### src/rtl/pipe_ctrl_pkg.sv
// Shared types and defaults for the pipeline stall/flush sequencer.
package pipe_ctrl_pkg;

  typedef enum logic [1:0] {RUN, MEM_WAIT, DRAIN, HALTED} ctrl_state_t;

  localparam int DEF_PIPE_DEPTH  = 4;
  localparam int DEF_MEM_TIMEOUT = 16;

  typedef struct packed {
    logic pc_en;
    logic if_id_en;
    logic id_ex_en;
    logic ex_mem_en;
    logic mem_wb_en;
    logic if_id_flush;
    logic id_ex_flush;
  } ctrl_out_t;

  localparam ctrl_out_t CTRL_FREEZE = 7'b00000_00;
  localparam ctrl_out_t CTRL_FLOW   = 7'b11111_00;

endpackage

### src/rtl/pipeline_ctrl_hazard_unit.sv
// Load-use detector: a load in EX whose destination feeds a source read in ID.
module hazard_unit #(
  parameter int REG_W = 5
) (
  input  logic [REG_W-1:0] id_rs1,
  input  logic [REG_W-1:0] id_rs2,
  input  logic             id_uses_rs1,
  input  logic             id_uses_rs2,
  input  logic             ex_mem_read,
  input  logic [REG_W-1:0] ex_rd,
  output logic             load_use
);

  // x0 is hardwired to zero, so a load targeting it never creates a dependency
  assign load_use = ex_mem_read && (ex_rd != '0) &&
                    ((id_uses_rs1 && (id_rs1 == ex_rd)) ||
                     (id_uses_rs2 && (id_rs2 == ex_rd)));

endmodule

### src/rtl/pipeline_ctrl.sv
// Central stall/flush sequencer: drives enables and bubble flushes of the
// PC and the four pipeline registers, plus halt, timeout and stall statistics.
module pipeline_ctrl
  import pipe_ctrl_pkg::*;
#(
  parameter int REG_W       = 5,
  parameter int PIPE_DEPTH  = DEF_PIPE_DEPTH,
  parameter int MEM_TIMEOUT = DEF_MEM_TIMEOUT
) (
  input  logic             clk,
  input  logic             reset,
  input  logic [REG_W-1:0] id_rs1,
  input  logic [REG_W-1:0] id_rs2,
  input  logic             id_uses_rs1,
  input  logic             id_uses_rs2,
  input  logic             ex_mem_read,
  input  logic [REG_W-1:0] ex_rd,
  input  logic             ex_branch_taken,
  input  logic             mem_req,
  input  logic             mem_ready,
  input  logic             halt_req,
  output logic             pc_en,
  output logic             if_id_en,
  output logic             id_ex_en,
  output logic             ex_mem_en,
  output logic             mem_wb_en,
  output logic             if_id_flush,
  output logic             id_ex_flush,
  output logic             halted,
  output logic             mem_err,
  output logic [15:0]      stall_count
);

  localparam int WAIT_W  = $clog2(MEM_TIMEOUT + 1);
  localparam int DRAIN_W = $clog2(PIPE_DEPTH + 1);

  ctrl_state_t        state;
  logic [WAIT_W-1:0]  wait_cnt;
  logic [DRAIN_W-1:0] drain_cnt;
  logic               load_use;
  logic               mem_stall;
  logic               freeze;
  ctrl_out_t          co;

  function automatic logic [15:0] sat_inc(input logic [15:0] v);
    return (v == 16'hFFFF) ? v : v + 16'd1;
  endfunction

  hazard_unit #(.REG_W(REG_W)) u_hazard (
    .id_rs1      (id_rs1),
    .id_rs2      (id_rs2),
    .id_uses_rs1 (id_uses_rs1),
    .id_uses_rs2 (id_uses_rs2),
    .ex_mem_read (ex_mem_read),
    .ex_rd       (ex_rd),
    .load_use    (load_use)
  );

  assign mem_stall = mem_req && !mem_ready;
  // In MEM_WAIT the outstanding access is what matters, not a fresh request
  assign freeze    = (state == RUN) ? mem_stall : !mem_ready;

  always_comb begin
    co = CTRL_FREEZE;
    case (state)
      RUN, MEM_WAIT: begin
        if (!freeze) begin
          co = CTRL_FLOW;
          if (ex_branch_taken) begin
            co.if_id_flush = 1'b1;
            co.id_ex_flush = 1'b1;
          end else if (load_use) begin
            co.pc_en       = 1'b0;
            co.if_id_en    = 1'b0;
            co.id_ex_flush = 1'b1;
          end else if (halt_req) begin
            co.pc_en       = 1'b0;
            co.if_id_flush = 1'b1;
          end
        end
      end
      DRAIN: begin
        // A late taken branch still updates PC so resume starts at the target
        if (!mem_stall) begin
          co             = CTRL_FLOW;
          co.pc_en       = ex_branch_taken;
          co.if_id_flush = 1'b1;
          co.id_ex_flush = ex_branch_taken;
        end
      end
      default: co = CTRL_FREEZE;
    endcase
    if (reset) co = CTRL_FREEZE;
  end

  assign pc_en       = co.pc_en;
  assign if_id_en    = co.if_id_en;
  assign id_ex_en    = co.id_ex_en;
  assign ex_mem_en   = co.ex_mem_en;
  assign mem_wb_en   = co.mem_wb_en;
  assign if_id_flush = co.if_id_flush;
  assign id_ex_flush = co.id_ex_flush;
  assign halted      = (state == HALTED) && !reset;

  always_ff @(posedge clk or posedge reset) begin
    if (reset) begin
      state       <= RUN;
      wait_cnt    <= '0;
      drain_cnt   <= '0;
      mem_err     <= 1'b0;
      stall_count <= '0;
    end else begin
      if (((state == RUN) || (state == MEM_WAIT)) && !co.pc_en)
        stall_count <= sat_inc(stall_count);
      case (state)
        RUN, MEM_WAIT: begin
          if (freeze) begin
            if (state == RUN) begin
              state    <= MEM_WAIT;
              wait_cnt <= WAIT_W'(1);
            end else if (wait_cnt == WAIT_W'(MEM_TIMEOUT - 1)) begin
              mem_err  <= 1'b1;
              state    <= HALTED;
              wait_cnt <= '0;
            end else begin
              wait_cnt <= wait_cnt + WAIT_W'(1);
            end
          end else begin
            wait_cnt <= '0;
            if (!ex_branch_taken && !load_use && halt_req) begin
              state     <= DRAIN;
              drain_cnt <= DRAIN_W'(1);
            end else begin
              state <= RUN;
            end
          end
        end
        DRAIN: begin
          if (!mem_stall) begin
            if (drain_cnt == DRAIN_W'(PIPE_DEPTH)) begin
              state     <= HALTED;
              drain_cnt <= '0;
            end else begin
              drain_cnt <= drain_cnt + DRAIN_W'(1);
            end
          end
        end
        HALTED: begin
          if (!halt_req && !mem_err) state <= RUN;
        end
        default: state <= RUN;
      endcase
    end
  end

endmodule
### config.mk
export PLATFORM = sky130hd
export DESIGN_NAME = pipeline_ctrl
export DESIGN_NICKNAME = d
export VERILOG_FILES = /design/src/rtl/pipe_ctrl_pkg.sv /design/src/rtl/pipeline_ctrl_hazard_unit.sv /design/src/rtl/pipeline_ctrl.sv
export SDC_FILE = /design/constraint.sdc
export NUM_CORES = 1
export LEC_CHECK = 0
export CORE_AREA = 2 2 50 76
export DETAILED_ROUTE_END_ITERATION = 8
export DIE_AREA = 0 0 52 78
export HOLD_SLACK_MARGIN = 0.06
export PLACE_DENSITY = 0.83
export SKIP_LAST_GASP = 1
export SLEW_MARGIN = 5
export SYNTH_ARGS = -nofsm -noshare
export SYNTH_HDL_FRONTEND = slang
export SYNTH_SLANG_ARGS = --single-unit
export TNS_END_PERCENT = 100
### constraint.sdc
create_clock -name clk -period 4.7 [get_ports clk]
set_input_delay 0.47 -clock clk [delete_from_list [all_inputs] [get_ports clk]]
set_output_delay 0.47 -clock clk [all_outputs]
set_load 0.02 [all_outputs]
# After elaboration in Yosys (flattened, before gate mapping)
# Cells that the tools add are included.
dict set report classes {
  reduce_logical 27
  n_mux 29
  bitwise 2
  eq_ne 14
  addsub 3
}
# cell n
set op_table {}
lappend op_table {{7-bit 2-to-1 mux} 3}
lappend op_table {{2-bit 2-to-1 mux} 9}
lappend op_table {{16-bit by 1-bit adder with 16-bit output (second input constant)} 1}
lappend op_table {{16-bit == test (second input constant)} 1}
lappend op_table {{5-bit 2-to-1 mux} 3}
lappend op_table {{7-bit one-hot mux with 2 select lines} 1}
lappend op_table {{3-bit 2-to-1 mux} 4}
lappend op_table {{4-bit AND reduction} 3}
lappend op_table {{5-bit == test} 2}
lappend op_table {{1-bit logical AND} 10}
lappend op_table {{2-bit inequality test (second input constant)} 4}
lappend op_table {{1-bit logical NOT} 7}
lappend op_table {{1-bit 2-to-1 mux} 7}
lappend op_table {{2-bit one-hot mux with 3 select lines} 1}
lappend op_table {{3-bit one-hot mux with 2 select lines} 1}
lappend op_table {{5-bit by 1-bit adder with 5-bit output (second input constant)} 1}
lappend op_table {{5-bit by 4-bit == test with 1-bit output (second input constant)} 1}
lappend op_table {{5-bit nonzero test} 1}
lappend op_table {{2-bit == test (second input constant)} 2}
lappend op_table {{4-bit inequality test (second input constant)} 1}
lappend op_table {{3-bit by 1-bit adder with 3-bit output (second input constant)} 1}
lappend op_table {{3-bit == test (second input constant)} 1}
lappend op_table {{2-bit by 1-bit == test with 1-bit output (second input constant)} 1}
lappend op_table {{2-bit logical NOT} 1}
lappend op_table {{other kinds (6)} 8}
dict set report totals {
  ff_bits 27
  out_inout_bits 25
  inputBits 24
  elab_cells 80
}

# Longest topological paths before layout
dict set report depth {
  ltp_word 12
  depth_mapped 7
  mapped_depth_nobuf 7
}

# By module
# Synthesis repeated with hierarchy kept, for this count alone.
dict set report hier_totals {
  cells_unflattened 179
  hier_area_um2 1741.7
}
# mod seq_area_each_um2 area_per_inst_um2 cells_each instances
set modules_own_cells {}
lappend modules_own_cells {pipeline_ctrl 675.6 1607.8 162 1}
lappend modules_own_cells {hazard_unit 0.0 133.9 17 1}

# Worst setup path before layout
# OpenSTA, ideal clock, no wires.
dict set report synth_path {
  path_kind {in2out}
  start {input port reset}
  end {output port id_ex_flush}
  cell_stages 4
  path_slack_ns 2.439
  n_path_buf 0
  arrival_time_ns 1.791
  t_required_ns 4.230
  cell_sequence {inv_1 -> nand2_1 -> inv_1 -> o21a_1}
}
dict set report synth_via {
  elab_chain_cells 1
}
# item line
set synth_rtl {}
lappend synth_rtl {{from (decl)} pipeline_ctrl.sv:11} ;# input logic reset,
lappend synth_rtl {{7-bit 2-to-1 mux} pipeline_ctrl.sv:93} ;# if (reset) co = CTRL_FREEZE;
lappend synth_rtl {{to (decl)} pipeline_ctrl.sv:28} ;# output logic id_ex_flush,
# No other way between the ends.

# Worst setup path in the final report
dict set report layout_path {
  start {input port ex_rd[3]}
  end {output port if_id_flush}
}
dict set report layout_via {
  elab_chain_cells 9
  elab_cells_between_ends 13
  cone_classes {eq/ne (2); mux (5); reduce/logical (6)}
}
# item line
set layout_rtl {}
lappend layout_rtl {{from (decl)} pipeline_ctrl.sv:17} ;# input logic [REG_W-1:0] ex_rd,
lappend layout_rtl {{5-bit == test, on equally long branches} {pipeline_ctrl_hazard_unit.sv:16, pipeline_ctrl_hazard_unit.sv:17}}
lappend layout_rtl {{1-bit logical AND, on equally long branches} {pipeline_ctrl_hazard_unit.sv:16, pipeline_ctrl_hazard_unit.sv:17}}
lappend layout_rtl {{1-bit logical OR} pipeline_ctrl_hazard_unit.sv:16} ;# ((id_uses_rs1 && (id_rs1 == ex_rd)) ||
lappend layout_rtl {{1-bit logical AND (*)} pipeline_ctrl_hazard_unit.sv:15} ;# assign load_use = ex_mem_read && (ex_rd != '0) &&
lappend layout_rtl {{1-bit 2-to-1 mux (*)} pipeline_ctrl.sv:72} ;# end else if (load_use) begin
lappend layout_rtl {{2-bit 2-to-1 mux (*)} pipeline_ctrl.sv:69} ;# if (ex_branch_taken) begin
lappend layout_rtl {{7-bit 2-to-1 mux (*)} pipeline_ctrl.sv:67} ;# if (!freeze) begin
lappend layout_rtl {{7-bit one-hot mux with 2 select lines (*)} pipeline_ctrl.sv:65} ;# case (state)
lappend layout_rtl {{7-bit 2-to-1 mux (*)} pipeline_ctrl.sv:93}
lappend layout_rtl {{to (decl)} pipeline_ctrl.sv:27} ;# output logic if_id_flush,
# Mark *: on every way between the ends. The rest lies on a longest branch, timed or not.

==> impl_metrics.yaml <==
clock_network:
  cts_buffer_depth: 2
  post_cts_resized: 0
  hold_buffers: 0
  cts_setup_buffers: 0
  root_buffer: "clkbuf_8"
  numCtsBuffers: 3
  htree_levels: 1
  clk_latency_ns: 0.27
  clock_sinks: 27
  cts_tree: "yes"
  clkTransAtPathRegs_ns: 0.09
global_routing:
  grt_pass1_wl_mm: 6.40
  grt_overflow: 0
  grt_usage_pct: 20.8
  grt_antenna_before_repair: 0
  grt_max_degree: 29
  grt_pass1_vias: 1420
pwr:
  power_switching_mw: 0.444
  vdd_drop_max_mv: 0.411
  clkPwrFrac_pct: 12.3
  p_leak_nw: 0.916
  power.total_mw: 1.06
  internal_power_mw: 0.617
  switching_share_pct: 41.8
  powerDensity_nw_per_um2: 477
  seqPwrFrac_pct: 39.2
  p_comb_share_pct: 48.4
critical_path:
  cpMostUsedCell: "clkdlybuf4s50_1"
  r2r_end: "stall_count[1]"
  path_depth: 7
  ff2ff_setup_slack_ns: 2.26
  cp_num_buf_inv: 2
  r2r_start: "stall_count[4]"
  reg2reg_depth: 6
  cp_max_fo: 6
  cp-start-kind: "input port"
  crit_path_end_kind: "primary output"
  critPathRequiredTime_ns: 4.23
  critical_path_arrival_ns: 2.71
  criticalPathCategory: "in2out"
  cp_top_family: "buffers and inverters"
  path_cells: "clkdlybuf4s50_1 > or4_1 > o21ai_1 > nand2b_1 > nand2_1 > a21oi_1 > clkdlybuf4s50_1"
  cp_slowest_stage_delay_ns: 0.62
  crit_slowest_cell: "clkdlybuf4s50_1"
yosys:
  yosys_warnings: 0
  ys.flop_type: "dfrtp_1"
  syn_area_um2: 1680
  synth_top_cells_by_area: "dfrtp_1 (40%), xor2_1 (7.3%), xnor2_1 (5.7%)"
  synth-edff-count: 0
  yosysTopAreaCell: "dfrtp_1"
  synth_area_per_cell_um2: 9.34
  async_flop_share_pct: 100
  ys_ff_latch: 27
  ys_types: 38
  synth_top_area_share_pct: 40.2
  syn-num-nets: 208
  postSynthCellCount: 180
  ys_seq_area_share_pct: 40.2
die:
  rows: 26
  die_h_um: 78
  die_area_um2: 4060
  dieWidth_um: 52
  initial_core_util_pct: 50.2
  fp.coreArea_um2: 3350
  ios: 49
drt:
  wl_met3_um: 112
  wl_met2_mm: 2.06
  drc: 0
  wl_met1_mm: 1.55
  routed_wl_mm: 3.80
  viasPerCell: 5.47
  drtPass1Iterations: 4
  top_layer: "met4"
  drt-initial-drc-count: 46
  wl_per_cell_um: 14.2
  ant_nets: 0
  dr_total_vias: 1467
cells_and_area:
  post-route-cell-area_um2: 2220
  diodes: 0
  drive_gt1_share_pct: 6.19
  fillerInstances: 269
  fin_nets: 255
  syn2layout_area_growth_pct: 32.1
  final_util_pct: 66.3
placement:
  dpl.hpwl_mm: 2.88
  gp_congestion: 0.781
  port_buffers: 48
  placed_area_um2: 2180
timing:
  finalSetupTns_ns: 0
  post-route-period-util_pct: 67.7
  drv_slew: 0
  fin_crit_ns: 3.18
  fin_skew_ns: 0.00166
  hold_viol: 0
  relSlewSlack_pct: 40.8
  rsz0062_at_grt: "false"
  fmax_mhz: 314
  finalSetupViolations: 0
  tightest_slew_ns: 0.882
hold_path:
  min-delay-start: "stall_count[15]"
  holdPathStages: 1
  min_path_type: "reg2reg"
  min_to: "stall_count[15]"
job:
  maxCapViolCount: 0
run_status:
  status: "finished, final reports clean"
[cell usage in the layout, fill, tap and decap left out]
cell type / netlist / routed
a21o_1: 4 / 4
a21oi_1: 11 / 11
a22o_1: 2 / 2
a2bb2oi_4: 1 / 1
a31oi_1: 1 / 1
a41oi_1: 1 / 1
and3_1: 3 / 3
buf_4: 3 / 1
clkbuf_1: 2 / 1
clkbuf_8: 0 / 3
clkdlybuf4s50_1: 0 / 48
dfrtp_1: 27 / 27
ha_1: 4 / 4
inv_1: 7 / 7
mux2_4: 2 / 2
nand2_1: 13 / 13
nand2b_1: 6 / 6
nand3_1: 8 / 8
nand4_1: 10 / 10
nor2_1: 11 / 11
nor2_2: 1 / 1
nor2b_1: 3 / 3
nor3_1: 9 / 9
nor3_2: 1 / 1
nor3b_1: 2 / 2
nor4_1: 2 / 2
nor4_2: 3 / 3
nor4b_1: 1 / 1
o21a_1: 1 / 1
o21ai_0: 7 / 7
o21ai_1: 1 / 1
o22ai_1: 1 / 1
o311ai_0: 1 / 1
or2_2: 2 / 2
or3_1: 1 / 1
or4_1: 1 / 1
xnor2_1: 11 / 11
xor2_1: 14 / 14
[state kept, by name, indices dropped and copies added, names as in the netlist]
| name | cells |
|---|---|
| stall_count | 16 |
| wait_cnt | 5 |
| drain_cnt | 3 |
| state | 2 |
| mem_err | 1 |
[area by class of cell]
cell class              instances  area (um2)  share of cell area (%)
multi-input cells             139         935                    42.1
flip-flops and latches         27         676                    30.4
repair buffers                 49         488                    22.0
well taps                      42        52.6                    2.36
clock buffers                   4        45.0                    2.03
inverters                       7        26.3                    1.18
[through the flow]
| stage | cells | hold slack, ns | worst slack [ns] |
|---|---|---|---|
| after detailed placement | 264 | 0.486 | 1.52 |
| final | 268 | 0.502 | 1.52 |
| after global placement | 264 | 0.483 | 1.57 |
| after global routing | 268 | 0.530 | 1.42 |
| after floorplan | 180 | 0.465 | 2.44 |
| after CTS | 268 | 0.505 | 1.52 |
[power groups by stage]
stage	logic (mW)	registers [mW]	clock network [mW]
2_1_floorplan	0.319	0.429	0
3_3_place_gp	0.506	0.416	0
3_5_place_dp	0.514	0.418	0
4_1_cts	0.517	0.414	0.135
5_1_grt	0.566	0.432	0.148
6_report	0.513	0.416	0.131
[synth_stat cells (3+ instances only)]
library cell	instances
nor2_1	11
xor2_1	14
xnor2_1	11
nor3_1	9
dfrtp_1	27
nand3_1	8
nand2b_1	6
a21o_1	4
inv_1	7
a21oi_1	11
o21ai_0	7
and3_1	3
nand4_1	10
nor4_2	3
nand2_1	13
nor2b_1	3
ha_1	4
buf_4	3
[routing by layer]
layer  track usage (%)  vias up
met1              24.3      699
met5                 0        -
met4              7.89        0
met2              36.8       35
li1                  -      725
met3              3.27        8
[logic make-up after synthesis]
logic type | Yosys count | share of synthesized area [%]
adder cells (fa/ha/maj) | 4 | 2.98
buffers and inverters | 14 | 4.24
XOR/XNOR | 25 | 13.0
AND/OR/NAND/NOR | 77 | 25.5
flip-flops | 27 | 40.2
multiplexers | 2 | 1.79
AO/OA/AOI/OAI | 31 | 12.3
[worst max-delay path by stage]
stage / start / end / slack, ns
final: ex_rd[3] / if_id_flush / 1.52
after global routing: ex_rd[0] / if_id_flush / 1.42
after CTS: ex_rd[3] / if_id_flush / 1.52
after detailed placement: ex_rd[3] / if_id_flush / 1.52
after global placement: ex_rd[0] / if_id_flush / 1.57
after floorplan: reset / id_ex_flush / 2.44
No activity file was read; power rests on OpenSTA's default activity.
